## src/rtl/store_queue_if.sv

```systemverilog
// Store queue handshake bundle: dispatch alloc, mem FU exec write, load
// forwarding lookup, ROB retire/flush and the dcache drain port.
// master = surrounding pipeline, slave = store_queue.
interface store_queue_if #(parameter int SQ_DEPTH = 8);
   localparam int IDX_W = $clog2(SQ_DEPTH);

   typedef struct packed {
      logic             valid;
      logic [31:0]      addr;
      logic [31:0]      data;
      logic [IDX_W-1:0] store_queue_idx;
   } exec_entry_t;

   logic             alloc_valid;
   logic [IDX_W-1:0] alloc_idx;
   logic             sq_full;
   exec_entry_t      exec_entry;
   logic             lookup_valid;
   logic [31:0]      lookup_addr;
   logic [IDX_W-1:0] lookup_sq_tail;
   logic             forward_valid;
   logic [31:0]      forward_data;
   logic             forward_stall;
   logic             retire_valid;
   logic             flush;
   logic             store_req;
   logic [31:0]      store_addr;
   logic [31:0]      store_data;
   logic             store_ack;

   modport master (
      output alloc_valid, exec_entry, lookup_valid, lookup_addr, lookup_sq_tail,
             retire_valid, flush, store_ack,
      input  alloc_idx, sq_full, forward_valid, forward_data, forward_stall,
             store_req, store_addr, store_data
   );

   modport slave (
      input  alloc_valid, exec_entry, lookup_valid, lookup_addr, lookup_sq_tail,
             retire_valid, flush, store_ack,
      output alloc_idx, sq_full, forward_valid, forward_data, forward_stall,
             store_req, store_addr, store_data
   );
endinterface

```

## src/rtl/store_queue.sv

```systemverilog
// Circular store queue between dispatch/retire and the dcache.
// Optional store-to-load forwarding is built only when SQ_FORWARD_EN is
// defined; otherwise the forward_* outputs are tied 0.
//
// entry state | meaning
// E_FREE      | slot unused
// E_ALLOC     | dispatched, address/data not yet executed
// E_READY     | address/data captured, not yet retired
// E_COMMITTED | retired, waiting to drain to the dcache
module store_queue #(parameter int SQ_DEPTH = 8) (
   input logic          clock,
   input logic          reset,
   store_queue_if.slave sq
);
   localparam int IDX_W = $clog2(SQ_DEPTH);

   typedef enum logic [1:0] {E_FREE, E_ALLOC, E_READY, E_COMMITTED} entry_state_t;

   entry_state_t     st     [SQ_DEPTH];
   logic [29:0]      addr_q [SQ_DEPTH];
   logic [31:0]      data_q [SQ_DEPTH];
   logic [IDX_W-1:0] head, commit, tail;
   logic [IDX_W:0]   count;
   logic [IDX_W:0]   n_committed;
   logic             full, req, alloc_ok, retire_ok, ack_ok;
   logic [IDX_W-1:0] ex_idx;

   assign ex_idx    = sq.exec_entry.store_queue_idx;
   assign full      = (count == (IDX_W+1)'(SQ_DEPTH));
   assign req       = (st[head] == E_COMMITTED);
   assign alloc_ok  = sq.alloc_valid && !full && !sq.flush;
   assign retire_ok = sq.retire_valid && (st[commit] == E_READY);
   assign ack_ok    = sq.store_ack && req;

   assign sq.alloc_idx  = tail;
   assign sq.sq_full    = full;
   assign sq.store_req  = req;
   assign sq.store_addr = req ? {addr_q[head], 2'b00} : 32'h0;
   assign sq.store_data = req ? data_q[head] : 32'h0;

   // Number of committed entries; these are exactly the survivors of a flush.
   always_comb begin
      n_committed = '0;
      for (int i = 0; i < SQ_DEPTH; i++)
         if (st[i] == E_COMMITTED) n_committed = n_committed + 1'b1;
   end

   // Entry states, payload and pointers. Later assignments override earlier
   // ones, so flush freeing wins over a same-cycle exec write.
   always_ff @(posedge clock) begin
      if (reset) begin
         head   <= '0;
         commit <= '0;
         tail   <= '0;
         count  <= '0;
         for (int i = 0; i < SQ_DEPTH; i++) begin
            st[i]     <= E_FREE;
            addr_q[i] <= '0;
            data_q[i] <= '0;
         end
      end else begin
         if (sq.exec_entry.valid && st[ex_idx] == E_ALLOC) begin
            st[ex_idx]     <= E_READY;
            addr_q[ex_idx] <= sq.exec_entry.addr[31:2];
            data_q[ex_idx] <= sq.exec_entry.data;
         end
         if (retire_ok) st[commit] <= E_COMMITTED;
         if (ack_ok)    st[head]   <= E_FREE;
         if (alloc_ok)  st[tail]   <= E_ALLOC;
         if (sq.flush) begin
            for (int i = 0; i < SQ_DEPTH; i++)
               if ((st[i] == E_ALLOC || st[i] == E_READY) &&
                   !(retire_ok && IDX_W'(i) == commit))
                  st[i] <= E_FREE;
         end

         head   <= head + IDX_W'(ack_ok);
         commit <= commit + IDX_W'(retire_ok);
         if (sq.flush) begin
            tail  <= commit + IDX_W'(retire_ok);
            count <= n_committed + (IDX_W+1)'(retire_ok) - (IDX_W+1)'(ack_ok);
         end else begin
            tail  <= tail + IDX_W'(alloc_ok);
            count <= count + (IDX_W+1)'(alloc_ok) - (IDX_W+1)'(ack_ok);
         end
      end
   end

   // Retiring a store whose address/data never arrived means the ROB and
   // queue disagree; flag it in simulation, the retire itself is dropped.
   always_ff @(posedge clock) begin
      if (!reset && sq.retire_valid)
         assert (st[commit] == E_READY)
            else $error("store_queue: retire of non-READY entry %0d", commit);
   end

   logic unused_addr_lsb;
   assign unused_addr_lsb = ^sq.exec_entry.addr[1:0];

`ifdef SQ_FORWARD_EN
   logic [IDX_W-1:0] scan_len;
   logic [IDX_W-1:0] scan_slot;
   logic             fwd_hit, fwd_wait;
   logic [31:0]      fwd_word;

   assign scan_len = sq.lookup_sq_tail - head;

   // Walk oldest to youngest; a match clears any older pending ALLOC since
   // only unresolved stores younger than the match can alias the load.
   always_comb begin
      fwd_hit   = 1'b0;
      fwd_wait  = 1'b0;
      fwd_word  = '0;
      scan_slot = '0;
      for (int k = 0; k < SQ_DEPTH; k++) begin
         scan_slot = head + IDX_W'(k);
         if (IDX_W'(k) < scan_len) begin
            if ((st[scan_slot] == E_READY || st[scan_slot] == E_COMMITTED) &&
                addr_q[scan_slot] == sq.lookup_addr[31:2]) begin
               fwd_hit  = 1'b1;
               fwd_wait = 1'b0;
               fwd_word = data_q[scan_slot];
            end else if (st[scan_slot] == E_ALLOC) begin
               fwd_wait = 1'b1;
            end
         end
      end
   end

   assign sq.forward_stall = sq.lookup_valid && fwd_wait;
   assign sq.forward_valid = sq.lookup_valid && fwd_hit && !fwd_wait;
   assign sq.forward_data  = sq.forward_valid ? fwd_word : 32'h0;
`else
   logic unused_lookup;
   assign unused_lookup = ^{sq.lookup_valid, sq.lookup_addr, sq.lookup_sq_tail};

   assign sq.forward_valid = 1'b0;
   assign sq.forward_data  = 32'h0;
   assign sq.forward_stall = 1'b0;
`endif
endmodule

```

## src/flat_wrapper.sv

```systemverilog
// flat-port wrapper written by rule: the top's interface ports become plain ports
module store_queue_flat 
#(parameter int SQ_DEPTH = 8)
  (clock, reset, sq_alloc_valid, sq_exec_entry, sq_lookup_valid, sq_lookup_addr, sq_lookup_sq_tail, sq_retire_valid, sq_flush, sq_store_ack, sq_alloc_idx, sq_sq_full, sq_forward_valid, sq_forward_data, sq_forward_stall, sq_store_req, sq_store_addr, sq_store_data);
  store_queue_if #(.SQ_DEPTH(SQ_DEPTH)) sq_i ();
  input logic clock;
  input logic reset;
  input wire logic [$bits(sq_i.alloc_valid)-1:0] sq_alloc_valid;
  input wire logic [$bits(sq_i.exec_entry)-1:0] sq_exec_entry;
  input wire logic [$bits(sq_i.lookup_valid)-1:0] sq_lookup_valid;
  input wire logic [$bits(sq_i.lookup_addr)-1:0] sq_lookup_addr;
  input wire logic [$bits(sq_i.lookup_sq_tail)-1:0] sq_lookup_sq_tail;
  input wire logic [$bits(sq_i.retire_valid)-1:0] sq_retire_valid;
  input wire logic [$bits(sq_i.flush)-1:0] sq_flush;
  input wire logic [$bits(sq_i.store_ack)-1:0] sq_store_ack;
  output wire logic [$bits(sq_i.alloc_idx)-1:0] sq_alloc_idx;
  output wire logic [$bits(sq_i.sq_full)-1:0] sq_sq_full;
  output wire logic [$bits(sq_i.forward_valid)-1:0] sq_forward_valid;
  output wire logic [$bits(sq_i.forward_data)-1:0] sq_forward_data;
  output wire logic [$bits(sq_i.forward_stall)-1:0] sq_forward_stall;
  output wire logic [$bits(sq_i.store_req)-1:0] sq_store_req;
  output wire logic [$bits(sq_i.store_addr)-1:0] sq_store_addr;
  output wire logic [$bits(sq_i.store_data)-1:0] sq_store_data;
  assign sq_i.alloc_valid = sq_alloc_valid;
  assign sq_i.exec_entry = sq_exec_entry;
  assign sq_i.lookup_valid = sq_lookup_valid;
  assign sq_i.lookup_addr = sq_lookup_addr;
  assign sq_i.lookup_sq_tail = sq_lookup_sq_tail;
  assign sq_i.retire_valid = sq_retire_valid;
  assign sq_i.flush = sq_flush;
  assign sq_i.store_ack = sq_store_ack;
  assign sq_alloc_idx = sq_i.alloc_idx;
  assign sq_sq_full = sq_i.sq_full;
  assign sq_forward_valid = sq_i.forward_valid;
  assign sq_forward_data = sq_i.forward_data;
  assign sq_forward_stall = sq_i.forward_stall;
  assign sq_store_req = sq_i.store_req;
  assign sq_store_addr = sq_i.store_addr;
  assign sq_store_data = sq_i.store_data;
  store_queue #(.SQ_DEPTH(SQ_DEPTH)) u_core (.clock(clock), .reset(reset), .sq(sq_i));
endmodule
```

## config.mk

```make
export PLATFORM = sky130hd
export DESIGN_NAME = store_queue_flat
export DESIGN_NICKNAME = d
export VERILOG_FILES = /design/src/rtl/store_queue_if.sv /design/src/rtl/store_queue.sv /design/src/flat_wrapper.sv
export SDC_FILE = /design/constraint.sdc
export NUM_CORES = 1
export LEC_CHECK = 0
export ABC_AREA = 1
export BUFFER_PORTS_ARGS = -buffer_cell sky130_fd_sc_hd__buf_4
export CAP_MARGIN = 20
export CORE_MARGIN = 8
export CORE_UTILIZATION = 51
export CTS_CLUSTER_SIZE = 25
export DETAILED_ROUTE_END_ITERATION = 7
export HOLD_SLACK_MARGIN = 0.15
export PLACE_DENSITY = 0.8
export SLEW_MARGIN = 20
export SYNTH_ARGS = -nofsm -noshare
export SYNTH_HDL_FRONTEND = slang
export SYNTH_SLANG_ARGS = --single-unit
```

## constraint.sdc

```tcl
create_clock -name clock -period 4.5 [get_ports clock]
set_input_delay 0.45 -clock clock [delete_from_list [all_inputs] [get_ports clock]]
set_output_delay 0.45 -clock clock [all_outputs]
set_load 0.01 [all_outputs]
```

==> results of run 1 <==
## metrics by stage
step	TNS, ns	utilization
floorplan	0	-
global placement	-0.008347	0.5478
detailed placement	-0.1467	0.5478
CTS	0	0.5826
global route	0	0.5847
finish	0	0.5847
## final cells by class
| class | count | area (µm²) |
|---|---|---|
| Inverter | 169 | 644.4 |
| Timing Repair Buffer | 181 | 1384 |
| Multi-Input combinational cell | 1474 | 7221 |
| Clock inverter | 32 | 239.0 |
| Sequential cell | 525 | 15480 |
| Fill cell | 3753 | 19210 |
| Tap cell | 607 | 759.5 |
| Clock buffer | 62 | 1318 |
## registers in the layout, summed over array words and instances (netlist names)
| signal | count |
|---|---|
| u_core.data_q | 256 |
| u_core.count | 4 |
| u_core.head | 3 |
| u_core.st | 16 |
| u_core.commit | 3 |
| u_core.sq.alloc_idx | 3 |
| u_core.addr_q | 240 |
## report_power, final
group,switching [mW],internal [mW],total (mW)
logic,0.299,0.108,0.407
clock network,1.83,2.21,4.05
registers,0.0529,5.49,5.54
## worst reg2reg max path: cells and delay by family (launching register included)
family,cells,cell delay [ns]
buffers and inverters,5,0.31
DFF,1,0.35
and+or+nand+nor,20,1.93
AOI/OAI and AO/OA,2,0.31
adders and majority gates,6,1.19
## routing by layer
metal	share of wire	vias up	wire [µm]
li1	-	8130	-
met1	0.36	8640	24180
met2	0.49	1243	32530
met3	0.12	181	7674
met4	0.034	0	2256
met5	0	-	0
## kinds of logic after synthesis
group	count (synthesis)	share of synthesized area
simple gates	984	0.1670
flops	525	0.6518
compound gates	416	0.1028
buf+inv	333	0.05866
fa+ha+maj	31	0.01697
xor+xnor	7	0.002583
other cells	1	0.0001580
## repair_timing
item	4_1_cts	5_1_grt
buffers inserted	0	3
gates resized for setup	13	15
setup endpoints to repair	1	3
pin swaps	2	8
## layout by cell type, fill, tap and decap left out, types with 13 or more instances in the layout
cell type,Yosys,routed
sky130_fd_sc_hd__o21ai_0,135,134
sky130_fd_sc_hd__ha_1,29,23
sky130_fd_sc_hd__conb_1,1,36
sky130_fd_sc_hd__clkinv_1,2,13
sky130_fd_sc_hd__dfxtp_1,29,24
sky130_fd_sc_hd__inv_1,154,149
sky130_fd_sc_hd__nor2_1,614,614
sky130_fd_sc_hd__nand3_1,78,76
sky130_fd_sc_hd__edfxtp_1,496,496
sky130_fd_sc_hd__clkbuf_16,0,51
sky130_fd_sc_hd__buf_4,36,179
sky130_fd_sc_hd__o22ai_1,249,249
sky130_fd_sc_hd__inv_2,12,15
sky130_fd_sc_hd__nand2_2,12,26
sky130_fd_sc_hd__nand2_1,240,216
## how the worst max path moves through the flow
stage | start | endpoint | slack (ns)
after floorplan | u_core.st[1][1] | u_core.count[3] | 0.08
after global routing | u_core.st[0][1] | u_core.count[3] | 0.01
after CTS | u_core.st[0][1] | u_core.count[3] | 0.02
final | u_core.st[1][0] | u_core.count[3] | 0.34
after detailed placement | u_core.st[1][0] | u_core.count[3] | -0.15
after global placement | u_core.st[1][0] | u_core.count[3] | -0.008
==> qor.json, run 1 <==
{
  "status": {"value": "finished, final reports clean"},
  "place.port_buffers": {"value": 138},
  "netlist.area_leader.share": {"value": 0.6274},
  "initial_utilization": {"value": 0.5132},
  "timing.critical_path.fanout_max": {"value": 3},
  "synth.cell_area": {"value": 23740, "unit": "µm²"},
  "power_density": {"value": 369.7, "unit": "nW/µm²"},
  "gr-usage-met2": {"value": 0.4056},
  "cell_types_occupying_the_most_area_after_synthesis": {"value": "sky130_fd_sc_hd__edfxtp_1, sky130_fd_sc_hd__nor2_1, sky130_fd_sc_hd__o22ai_1"},
  "ys_seq_area_frac": {"value": 0.6518},
  "synth_async_sr_flop_share": {"value": 0},
  "synth.lib_cells_used.distinct": {"value": 39},
  "worst-r2r-setup-slack": {"value": 0.34, "unit": "ns"},
  "fp.coreArea": {"value": 46260, "unit": "µm²"},
  "critPathMostFrequentCell": {"value": "sky130_fd_sc_hd__nand2_2"},
  "initial_antenna_violation_count": {"value": 0},
  "cts_max_path_buffers": {"value": 3},
  "initialDrtViolationCount": {"value": 2298},
  "cts_hold_repair.buffers": {"value": 0},
  "global_route.usage.met3": {"value": 0.04349},
  "viasPerCell": {"value": 5.965},
  "synth.most_common_cell": {"value": "sky130_fd_sc_hd__nor2_1"},
  "cts.htree.levels": {"value": 2},
  "floorplan.io_pins": {"value": 213},
  "totalWireLength": {"value": 66640, "unit": "µm"},
  "hold_path.startpoint": {"value": "sq_flush"},
  "fp.dieArea": {"value": 53710, "unit": "µm²"},
  "rr_startpoint": {"value": "u_core.st[1][0]"},
  "finalWeightedCongestion": {"value": 0.9384},
  "post_route_cells_drive_above_1_share": {"value": 0.1404},
  "final_critical_path_setup_slack": {"value": 0.3366, "unit": "ns"},
  "holdWs": {"value": 0.2045, "unit": "ns"},
  "final_cell_count_no_fill": {"value": 3050},
  "setup.worst_path.class": {"value": "reg -> reg"},
  "synth_commonest_cells": {"value": "sky130_fd_sc_hd__nor2_1, sky130_fd_sc_hd__edfxtp_1, sky130_fd_sc_hd__o22ai_1, sky130_fd_sc_hd__nand2_1, sky130_fd_sc_hd__inv_1"},
  "final_nets": {"value": 2542},
  "end_kind": {"value": "register"},
  "die_w": {"value": 231.8, "unit": "µm"},
  "ys.warnings.count": {"value": 0},
  "n_antenna_cell": {"value": 0},
  "area_growth_synth_to_finish": {"value": 13.92, "unit": "%"},
  "grt_start_max_net_pins": {"value": 100},
  "worstHoldPathType": {"value": "in -> reg"},
  "drt_pass1_iterations": {"value": 6},
  "clock_latency": {"value": 0.60, "unit": "ns"},
  "reg2reg_to": {"value": "u_core.count[3]"},
  "dominantRegCellSynth": {"value": "sky130_fd_sc_hd__edfxtp_1"},
  "worst_hold_endpoint": {"value": "u_core.sq.alloc_idx[2]"},
  "p_leak": {"value": 11.08, "unit": "nW"},
  "cts_sinks": {"value": 525},
  "numPlacedInstances": {"value": 2953},
  "total_routing_usage_reported_by_global_routing": {"value": 0.2393},
  "relSlewSlack": {"value": 0.2649},
  "clock_skew_after_layout": {"value": 0.01710, "unit": "ns"},
  "grt_overflow": {"value": 0},
  "synth_seq_cells": {"value": 525},
  "timing.critical_path.max_delay_family": {"value": "simple AND/OR/NAND/NOR gates"},
  "final_hold_fails": {"value": 0},
  "critical_path_arrival": {"value": 4.69, "unit": "ns"},
  "num_rows": {"value": 79},
  "numCtsBuffers": {"value": 50},
  "timing.final.crit_share": {"value": 0.9252},
  "setup_viol_count_final": {"value": 0},
  "postSynthAreaPerCell": {"value": 10.34, "unit": "µm²"},
  "worst_pin_slew": {"value": 1.103, "unit": "ns"},
  "r2r_cells": {"value": 33},
  "hold-path-cell-count": {"value": 2},
  "setup_repair_after_global_routing_missed_its_margin": {"value": "no"},
  "final_max_slew_violation_count": {"value": 0},
  "power": {"value": 10.00, "unit": "mW"},
  "cp_num_cells": {"value": 33},
  "cts.clk_slew.worst_paths": {"value": 0.06, "unit": "ns"},
  "maxClockFrequency": {"value": 240.2, "unit": "MHz"},
  "post-route-cell-area": {"value": 27050, "unit": "µm²"},
  "via_count": {"value": 18190},
  "critical-path-slowest-cell": {"value": "sky130_fd_sc_hd__dfxtp_2"},
  "drc_errors": {"value": 0},
  "root_buffer_selected_by_cts": {"value": "sky130_fd_sc_hd__clkbuf_16"},
  "clock_tree_from_tritoncts": {"value": "yes"},
  "placed_area": {"value": 25340, "unit": "µm²"},
  "setup.worst_path.start_class": {"value": "register"},
  "required": {"value": 5.02, "unit": "ns"},
  "grt-busiest-layer": {"value": "met2"},
  "drtAntennaViolNets": {"value": 0},
  "max_cap_violations": {"value": 0},
  "synth_instances": {"value": 2297},
  "critical_path.max_stage_delay": {"value": 0.35, "unit": "ns"},
  "synthDominantAreaCellType": {"value": "sky130_fd_sc_hd__edfxtp_1"},
  "grt_first_pass_wirelength": {"value": 100400, "unit": "µm"},
  "detailedPlace.worstSlack": {"value": -0.1467, "unit": "ns"},
  "period_needed": {"value": 4.163, "unit": "ns"},
  "post-dp-hpwl": {"value": 35560, "unit": "µm"},
  "cp_num_buf_inv": {"value": 5},
  "die_height": {"value": 231.8, "unit": "µm"},
  "use_met1": {"value": 0.3035},
  "grt_pass1_vias": {"value": 17820},
  "ir_drop": {"value": 0.3280, "unit": "mV"},
  "post_drt_wl_per_cell": {"value": 21.85, "unit": "µm"},
  "synth-edff-count": {"value": 496}
}
No activity file was read; power rests on OpenSTA's default activity.
==> run 2, diff against run 1 <==
Settings changed: CORE_ASPECT_RATIO set to 1.25, TNS_END_PERCENT set to 100.
==> qor.json, run 2 (same netlist as run 1, synthesis figures left out) <==
{
  "biggestRegsByFlops": {"value": "u_core.data_q x256, u_core.addr_q x240, u_core.st x16"},
  "root_buffer_selected_by_cts": {"value": "sky130_fd_sc_hd__clkbuf_16"},
  "p_leak": {"value": 11.13, "unit": "nW", "change": "+0.45%"},
  "n_antenna_cell": {"value": 0, "change": "unchanged"},
  "clock_latency": {"value": 0.58, "unit": "ns", "change": "-0.02 ns"},
  "power_density": {"value": 371.7, "unit": "nW/µm²", "change": "+0.54%"},
  "floorplan.io_pins": {"value": 213, "change": "unchanged"},
  "die_w": {"value": 209.0, "unit": "µm", "change": "-9.8%"},
  "critical_path.max_stage_delay": {"value": 0.33, "unit": "ns", "change": "-0.02 ns"},
  "timing.critical_path.fanout_max": {"value": 3, "change": "unchanged"},
  "final_hold_fails": {"value": 0, "change": "unchanged"},
  "initial_antenna_violation_count": {"value": 1, "change": "+1"},
  "area_growth_synth_to_finish": {"value": 14.02, "unit": "%", "change": "about the same"},
  "grt_pass1_vias": {"value": 18610, "change": "+4.4%"},
  "post_route_cells_drive_above_1_share": {"value": 0.1447, "change": "+0.004325"},
  "worst_pin_slew": {"value": 1.182, "unit": "ns", "change": "+0.07902 ns"},
  "end_kind": {"value": "register"},
  "setup.worst_path.start_class": {"value": "register"},
  "fp.dieArea": {"value": 53750, "unit": "µm²", "change": "about the same"},
  "fp.coreArea": {"value": 46020, "unit": "µm²", "change": "-0.51%"},
  "worstHoldPathType": {"value": "in -> reg"},
  "relSlewSlack": {"value": 0.2122, "change": "-0.05268"},
  "cts_sinks": {"value": 525, "change": "unchanged"},
  "num_rows": {"value": 88, "change": "+11%"},
  "setup.worst_path.class": {"value": "reg -> reg"},
  "cts.clk_slew.worst_paths": {"value": 0.07, "unit": "ns", "change": "about the same"},
  "post-dp-hpwl": {"value": 36870, "unit": "µm", "change": "+3.7%"},
  "setup_viol_count_final": {"value": 0, "change": "unchanged"},
  "post_drt_wl_per_cell": {"value": 22.62, "unit": "µm", "change": "+3.5%"},
  "final_critical_path_setup_slack": {"value": 0.2139, "unit": "ns", "change": "-0.1227 ns"},
  "timing.setup.tns": {"value": 0, "unit": "ns", "change": "unchanged"},
  "via_count": {"value": 18530, "change": "+1.8%"},
  "grt_overflow": {"value": 0, "change": "unchanged"},
  "drc_errors": {"value": 0, "change": "unchanged"},
  "required": {"value": 4.96, "unit": "ns", "change": "-0.06 ns"},
  "max_cap_violations": {"value": 0, "change": "unchanged"},
  "ir_drop": {"value": 0.2894, "unit": "mV", "change": "-12%"},
  "numPlacedInstances": {"value": 2937, "change": "-0.54%"},
  "grt_first_pass_wirelength": {"value": 103000, "unit": "µm", "change": "+2.6%"},
  "status": {"value": "finished, final reports clean"},
  "layout.core_utilization": {"value": 0.5882, "change": "+0.003504"},
  "critical_path_arrival": {"value": 4.74, "unit": "ns", "change": "+0.05 ns"},
  "layout.cells.most_common": {"value": "sky130_fd_sc_hd__nor2_1"},
  "placed_area": {"value": 25330, "unit": "µm²", "change": "about the same"},
  "drt_pass1_iterations": {"value": 5, "change": "-1"},
  "timing.critical_path.max_delay_family": {"value": "simple AND/OR/NAND/NOR gates"},
  "layout_common_cells": {"value": "sky130_fd_sc_hd__nor2_1, sky130_fd_sc_hd__edfxtp_1, sky130_fd_sc_hd__o22ai_1, sky130_fd_sc_hd__nand2_1, sky130_fd_sc_hd__buf_4"},
  "die_height": {"value": 257.2, "unit": "µm", "change": "+11%"},
  "finalWeightedCongestion": {"value": 0.9379, "change": "about the same"},
  "critical-path-slowest-cell": {"value": "sky130_fd_sc_hd__dfxtp_2"},
  "largest_register_ffs": {"value": 256, "change": "unchanged"},
  "numCtsBuffers": {"value": 49, "change": "-2.0%"},
  "totalWireLength": {"value": 68570, "unit": "µm", "change": "+2.9%"},
  "place.port_buffers": {"value": 138, "change": "unchanged"},
  "cts_max_path_buffers": {"value": 3, "change": "unchanged"},
  "cp_num_buf_inv": {"value": 5, "change": "unchanged"},
  "timing.final.crit_share": {"value": 0.9525, "change": "+0.02727"},
  "cts.htree.levels": {"value": 2, "change": "unchanged"},
  "final_nets": {"value": 2548, "change": "+0.24%"},
  "initial_utilization": {"value": 0.5158, "change": "+0.002623"},
  "critPathMostFrequentCell": {"value": "sky130_fd_sc_hd__nand2_2"},
  "final_max_slew_violation_count": {"value": 0, "change": "unchanged"},
  "viasPerCell": {"value": 6.113, "change": "+2.5%"},
  "detailedPlace.worstSlack": {"value": -0.3121, "unit": "ns", "change": "-0.1655 ns"},
  "largest-register": {"value": "u_core.data_q"},
  "total_routing_usage_reported_by_global_routing": {"value": 0.2438, "change": "+0.004453"},
  "clock_tree_from_tritoncts": {"value": "yes"},
  "clock_skew_after_layout": {"value": 0.02020, "unit": "ns", "change": "+0.003100 ns"},
  "drtAntennaViolNets": {"value": 0, "change": "unchanged"},
  "maxClockFrequency": {"value": 233.3, "unit": "MHz", "change": "-2.9%"},
  "grt_start_max_net_pins": {"value": 84, "change": "-16%"},
  "initialDrtViolationCount": {"value": 2183, "change": "-5.0%"},
  "period_needed": {"value": 4.286, "unit": "ns", "change": "+0.1227 ns"},
  "post-route-cell-area": {"value": 27070, "unit": "µm²", "change": "about the same"},
  "final_cell_count_no_fill": {"value": 3031, "change": "-0.62%"}
}
==> run 2: report_power, final <==
group          leakage [nW]  switching (mW)  internal, mW  total [mW]
Sequential             5.36          0.0544          5.49        5.55
Clock                 0.783            1.80          2.30        4.10
Combinational          4.98           0.304         0.108       0.411
Total                  11.1            2.16          7.90        10.1
==> run 2: per-layer routing <==
layer	vias to the layer above	part of all wire	routed length, µm	track usage
li1	8147	-	-	-
met1	8830	0.35	23700	0.2885
met2	1348	0.50	34380	0.4307
met3	201	0.11	7553	0.03588
met4	2	0.043	2922	0.1186
met5	-	0.00016	11	0
==> run 2: worst paths after layout <==
check,cells past startpoint,startpoint,slack [ns],end
worst max-delay path,33,u_core.st[0][0],0.21,u_core.count[3]
worst min-delay path,2,sq_flush,0.26,u_core.sq.alloc_idx[0]
worst min register to register,4,u_core.st[4][1],0.64,u_core.st[4][1]
worst max register to register,33,u_core.st[0][0],0.21,u_core.count[3]
==> run 2: final cells by class <==
cell class / instances / area [µm²]
Tap cell: 585 / 732.0
Clock buffer: 53 / 1241
Fill cell: 3642 / 18950
Multi-Input combinational cell: 1474 / 7217
Clock inverter: 37 / 344.1
Inverter: 169 / 644.4
Timing Repair Buffer: 188 / 1411
Sequential cell: 525 / 15480
==> run 2: through the flow <==
step	hold slack, ns	power, mW
2_1_floorplan	0.5571	5.879
3_3_place_gp	0.6174	6.031
3_5_place_dp	0.6260	6.051
4_1_cts	0.2325	10.07
5_1_grt	0.2619	10.30
6_report	0.2567	10.06
==> run 2: timing repair <==
item | CTS | global route
endpoints found under the setup margin | 1 | 3
cloned | 0 | 0
pin swaps | 2 | 6
gates resized for setup | 12 | 19
buffers inserted | 1 | 3
hold buffers | 0 | 0
